$ cat config.mk
export PLATFORM = sky130hd
export DESIGN_NAME = count_cmd_arbiter
export DESIGN_NICKNAME = d
export VERILOG_FILES = /design/src/rtl/count_cmd_arbiter.sv
export SDC_FILE = /design/constraint.sdc
export NUM_CORES = 1
export LEC_CHECK = 0
export CORE_ASPECT_RATIO = 0.7
export CORE_MARGIN = 1.5
export CORE_UTILIZATION = 40
export CTS_BUF_LIST = sky130_fd_sc_hd__clkbuf_16
export CTS_CLUSTER_DIAMETER = 40
export DETAILED_ROUTE_END_ITERATION = 6
export GPL_ROUTABILITY_DRIVEN = 0
export GPL_TIMING_DRIVEN = 0
export PLACE_DENSITY_LB_ADDON = 0.12
export SLEW_MARGIN = 40
export SYNTH_ARGS = -nofsm -noshare
export SYNTH_HDL_FRONTEND = slang
export SYNTH_SLANG_ARGS = --single-unit
$ cat constraint.sdc
create_clock -name clk -period 7.1 [get_ports clk]
set_clock_uncertainty 0.15 [all_clocks]
set_input_delay 1.42 -clock clk [delete_from_list [all_inputs] [get_ports clk]]
set_output_delay 1.42 -clock clk [all_outputs]
set_load 0.005 [all_outputs]
$ cat src/rtl/count_cmd_arbiter.sv
// Round-robin arbiter folding four one-cycle count requests onto one shared 16-bit counter.
// Define COUNT_SAT_EN to clamp updates at 0x0000/0xFFFF and flag clamps on sat.
module count_cmd_arbiter (
    input  logic        clk,
    input  logic        rst,
    input  logic [3:0]  req,
    input  logic [15:0] sw,
    input  logic        hold,
    output logic [15:0] count,
    output logic [3:0]  grant,
    output logic [3:0]  pend,
    output logic        drop,
    output logic        sat
);

    logic [3:0]  pend_q, pend_d;
    logic [1:0]  ptr_q, ptr_d;
    logic [15:0] count_q, count_d;
    logic        drop_q, drop_d;
    logic [1:0]  gidx;
    logic [1:0]  idx;
    logic        found;
    logic [15:0] opnd;
    logic        is_add;
`ifdef COUNT_SAT_EN
    logic        sat_q, sat_d;
    logic [16:0] wide;
`endif

    // Search from ptr upward (mod 4); first pending index wins unless held.
    always_comb begin
        grant = '0;
        gidx  = '0;
        idx   = '0;
        found = 1'b0;
        if (!hold) begin
            for (int k = 0; k < 4; k++) begin
                idx = ptr_q + 2'(k);
                if (!found && pend_q[idx]) begin
                    found = 1'b1;
                    gidx  = idx;
                end
            end
        end
        if (found) begin
            grant[gidx] = 1'b1;
        end
    end

    always_comb begin
        pend_d  = req | (pend_q & ~grant);
        drop_d  = drop_q | (|(req & pend_q & ~grant));
        ptr_d   = found ? gidx + 2'd1 : ptr_q;
        opnd    = gidx[1] ? sw : 16'd1;
        is_add  = (gidx == 2'd0) || (gidx == 2'd3);
        count_d = count_q;
`ifdef COUNT_SAT_EN
        sat_d   = sat_q;
        wide    = is_add ? {1'b0, count_q} + {1'b0, opnd} : {1'b0, count_q} - {1'b0, opnd};
        if (found) begin
            // Bit 16 is carry on add and borrow on subtract.
            if (wide[16]) begin
                count_d = is_add ? 16'hFFFF : 16'h0000;
                sat_d   = 1'b1;
            end else begin
                count_d = wide[15:0];
            end
        end
`else
        if (found) begin
            count_d = is_add ? count_q + opnd : count_q - opnd;
        end
`endif
    end

    always_ff @(posedge clk) begin
        if (rst) begin
            pend_q  <= '0;
            ptr_q   <= '0;
            count_q <= '0;
            drop_q  <= 1'b0;
`ifdef COUNT_SAT_EN
            sat_q   <= 1'b0;
`endif
        end else begin
            pend_q  <= pend_d;
            ptr_q   <= ptr_d;
            count_q <= count_d;
            drop_q  <= drop_d;
`ifdef COUNT_SAT_EN
            sat_q   <= sat_d;
`endif
        end
    end

    assign count = count_q;
    assign pend  = pend_q;
    assign drop  = drop_q;
`ifdef COUNT_SAT_EN
    assign sat   = sat_q;
`else
    assign sat   = 1'b0;
`endif

endmodule

Word level (Yosys, flattened, before mapping)
Cells that the tools add are included.
{"block": "word_totals", "regBits": 23, "latch_bits": 0, "ram_bits": 0, "mem_bits_ro": 0, "input_bits": 23, "output_inout_bits": 26, "elab_cells": 59, "n_memories": 0}
{"block": "classes", "add_sub_neg": 6, "multipliers": 0, "n_div": 0, "n_lt_le_gt_ge": 6, "n_eq_ne": 1, "shifts": 0, "n_mux": 26, "n_bitwise": 6, "n_reduce_logical": 10}
{"op": "$mux 16", "n": 2}
{"op": "$add 16x16->16", "n": 1}
{"op": "$sub 16x16->16", "n": 1}
{"op": "$lt 2x3->1 const B", "n": 5}
{"op": "$mux 1", "n": 13}
{"op": "$and 4x4->4", "n": 3}
{"op": "$mux 2", "n": 5}
{"op": "$bmux 1 s2", "n": 4}
{"op": "$add 2x1->2 const B", "n": 2}
{"op": "$add 2x2->2 const B", "n": 2}
{"op": "$logic_and 1x1->1", "n": 4}
{"op": "$mux 4", "n": 1}
{"op": "$not 4->4", "n": 1}
{"op": "$or 4x4->4", "n": 1}
{"op": "$reduce_or 4->1", "n": 1}
{"op": "$logic_not 1->1", "n": 3}
{"op": "$demux 1 s2", "n": 1}
{"op": "$eq 2x2->1 const B", "n": 1}
{"op": "$ge 2x1->1 const B", "n": 1}
{"op": "$logic_not 2->1", "n": 1}
{"op": "$logic_or 1x1->1", "n": 1}
{"op": "$or 1x1->1", "n": 1}

Longest topological paths before layout
{"block": "depth", "depth_word": 25, "mapped_depth": 21}

Worst setup path before layout
OpenSTA, ideal clock, no wires.
{"block": "synth_timing", "path_type": "input to register", "start": "input hold", "end": "register count_q[12], in the netlist count[12]", "t_arrival_ns": 4.937, "required_time_ns": 6.830, "setup_slack_ns": 1.893, "cell_stages": 16, "n_path_buf": 1, "path_cell_list": "a21o_1 > clkbuf_1 > nor3_1 > inv_1 > ha_1 > clkinv_1 > nand2_1 > o21ai_0 > fa_1 > a21o_1 > a21o_1 > a2111o_1 > a2111oi_0 > a211o_1 > or4_1 > nand3_1"}
{"block": "synth_between", "elab_chain_len": 4, "elab_cells_between_ends": 9, "cone_classes": "add/sub: 2; eq/ne: 1; mux: 4; reduce/logical: 2"}
{"item": "start, declared", "line": "8", "text": "input logic hold,"}
{"item": "$mux 2", "line": "36", "text": "if (!hold) begin"}
{"item": "$mux 16 (tied with other cells)", "line": "54", "text": "opnd = gidx[1] ? sw : 16'd1;"}
{"item": "$sub 16x16->16 (tied with other cells)", "line": "71", "text": "count_d = is_add ? count_q + opnd : count_q - opnd;"}
{"item": "$mux 16", "line": "71"}
{"item": "end signal, assigned", "line": "88", "text": "count_q <= count_d;"}
{"item": "end, declared", "line": "18", "text": "logic [15:0] count_q, count_d;"}
Parallel ways exist; a longest one is shown, timed or not.
A chain may end at the register's enable or synchronous reset.

Worst setup path after layout
{"block": "layout_timing", "start": "input hold", "end": "register count_q[15], in the netlist count[15]"}
The elaborated chain is that of the path after synthesis.

==> run metrics <==
status=completed; M1 WL=3650 um; Min-Delay Path Class=reg2reg; Reg2Reg Launch Point=pend[1]; initial antenna violation count=0; Final Critical Period=6390 ps; PD cells=222 nW/um^2; HPWL after detailed placement=5390 um; # rows=22; die area=6190 sq um; H-Tree Depth=1; Root Buffer=clkbuf_16; most frequent cell after synthesis=nand2_1; Clock Power Share=19.7%; Slew Limit Fails=0; slowest CP cell=nor3_1; CP arrival=6450 ps; Async S/R FF share, synth=0%; post-synth top area share=20.1%; crit-path max cell delay=550 ps; Layout area overhead=27.5%; Setup TNS Final=0 ps; Layout Nets=409; Logic pwr share=53.8%; DRC=0; Initial Util=42.7%; Sw Ratio=41.4%; Worst VDD drop=127 uV; Synth area leaders=dfxtp_1, ha_1, a21oi_1, nand2_1, nor2_1; register area=460 sq um; unrepaired setup endpoints after global routing=no; CP startpoint=hold; Via density=5.74; top layer in use=met4; met2 WL=2860 um; placed insts=429; Setup WS pre-CTS=542 ps; Die Y=66.3 um; area of the multi-input gates=1720 sq um; CTS tree=yes; Crit Path Category=in2reg; Hold Startpoint=count[0]; critical path launch point type=primary input; Seq pwr share=26.5%; Reg clk slew, reported paths=70 ps; CTS Buf Count=3; Post-DRT Antenna Nets=0; Final Hold Viols=0; FMAX=156 MHz; CP Max Fanout=10; postcts setup bufs=0; CTS sink count=23; slew of the pin with the lowest slew margin=605 ps; net switching power=268 uW; Yosys top cell by area=dfxtp_1; I/O pin count=49; met3 wire length=401 um; cell area after synthesis=2290 sq um; fin crit share=90.1%; Slew headroom=59.7%; first-pass GRT wire length=11300 um; clk buf depth=2; synth cell count leaders=nand2_1, a21oi_1, nor2_1; wire per inst=16.2 um; Finished Layout Cells=433; Core Region=5370 sq um; Horiz. Die Dim=93.4 um; Cells after Synth=311; vias in the first global route=2274; Avg Inst Size Synth=7.36 sq um; Setup violations, final=0; largest net degree at the start of global routing=13; Post-synth EDFFs=0; CTS Hold Buffers Added=0; Pleak=1.21 nW; Syn Nets=358; layout cells sized above 1=3.88%; Int Power=379 uW; WP data required=7160 ps; MaxCap Viol Count=0; DRT iter0 DRCs=288; Yosys reg bits=23; predominant post-synthesis flop cell=dfxtp_1; Netlist cell types=51; GRT overflow=0; antenna cells=0; Gates resized, CTS repair=0; Power Total=647 uW; Port Buffers=46; drt pass-1 iters=4; register area share after synthesis=20.1%; Ys Warns=0; GR Util All Layers=23.6%; final WL=7010 um; Vias=2486; worst setup margin=706 ps; fill count=525; critical path endpoint category=flop; Critical Path, Cell by Cell=clkdlybuf4s50_1, a21o_1, clkbuf_1, nor3_1, inv_1, ha_1, clkinv_1, nor2_1, a311oi_1, ha_1, nand4_1, nor4_1, nor2_1, a21oi_1, nand4_1, mux2_4, nand4_2; Clk Latency, worst-skew pair=260 ps
[cell usage in the layout, fill, tap and decap left out, types with 3 or more instances in the layout]
master and count:
a211oi_1 4, a21o_1 9, a21oi_1 32, a311oi_1 11, a31oi_1 7, clkbuf_1 9, clkbuf_16 3, clkdlybuf4s50_1 46
dfxtp_1 23, ha_1 23, inv_1 12, mux2i_1 3, nand2_1 38, nand2b_1 5, nand3_1 15, nand4_1 9
nor2_1 32, nor3_1 9, nor4_1 6, o211ai_1 4, o21a_1 3, o21ai_0 8, or3_1 4, xnor2_1 5
xor2_1 6
[through the flow]
step | hold WS [ps] | util [%] | instance area [sq um]
3_3_place_gp | 315 | 52.9 | 2840
6_report | 331 | 54.4 | 2920
4_1_cts | 331 | 54.4 | 2920
5_1_grt | 364 | 54.4 | 2920
2_1_floorplan | 315 | - | 2290
3_5_place_dp | 320 | 52.9 | 2840
[worst paths after layout]
path | to | slack, ps | cells past startpoint
setup / recovery | count[15] | 710 | 17
hold / removal | count[0] | 330 | 2
setup reg to reg | count[15] | 1780 | 17
hold reg to reg | count[0] | 330 | 2
[per-layer routing]
layer	vias to the layer above	track usage [%]
li1	1257	-
met1	1150	34.9
met2	71	34.5
met3	8	4.02
met4	0	6.63
met5	-	0
[worst max-delay path: cells and delay by family]
kind	cells	cell delay (ps)
adder cells (fa/ha/maj)	2	870
AND/OR/NAND/NOR	7	1830
multiplexers	1	290
buffers and inverters	4	1270
AO/OA/AOI/OAI	3	770
[state kept, by name, summed over array words and instances (netlist names)]
signal / cells
drop: 1
pend: 4
ptr_q: 2
count: 16
[kinds of logic (layout without fill, tap and decap cells)]
family                   count (synthesis)  count (layout)  share of synthesized area (%)
flip-flops                              23              23                           20.1
multiplexers                             4               4                           1.97
AND/OR/NAND/NOR                        129             129                           27.9
buffers and inverters                   26              76                           4.97
XOR/XNOR                                11              11                           4.21
other                                    1               1                          0.164
adder cells (fa/ha/maj)                 24              24                           13.4
AO/OA/AOI/OAI                           93              93                           27.2
[final cells by class]
cell class | instances | area share, %
multi-input combinational | 262 | 58.8
sequential | 23 | 15.8
timing repair buffer | 46 | 15.8
tap | 72 | 3.09
clock buffer | 3 | 2.57
buffer | 14 | 2.36
inverter | 12 | 1.54
clock inverter | 1 | 0.129
[power by group through the flow]
stage / Clock, mW / Sequential, mW / Combinational, mW
floorplan: 0 / 0.171 / 0.228
global placement: 0 / 0.173 / 0.337
detailed placement: 0 / 0.174 / 0.340
CTS: 0.132 / 0.171 / 0.344
global route: 0.137 / 0.175 / 0.388
finish: 0.127 / 0.171 / 0.348
(Power assumes the default switching activity.)
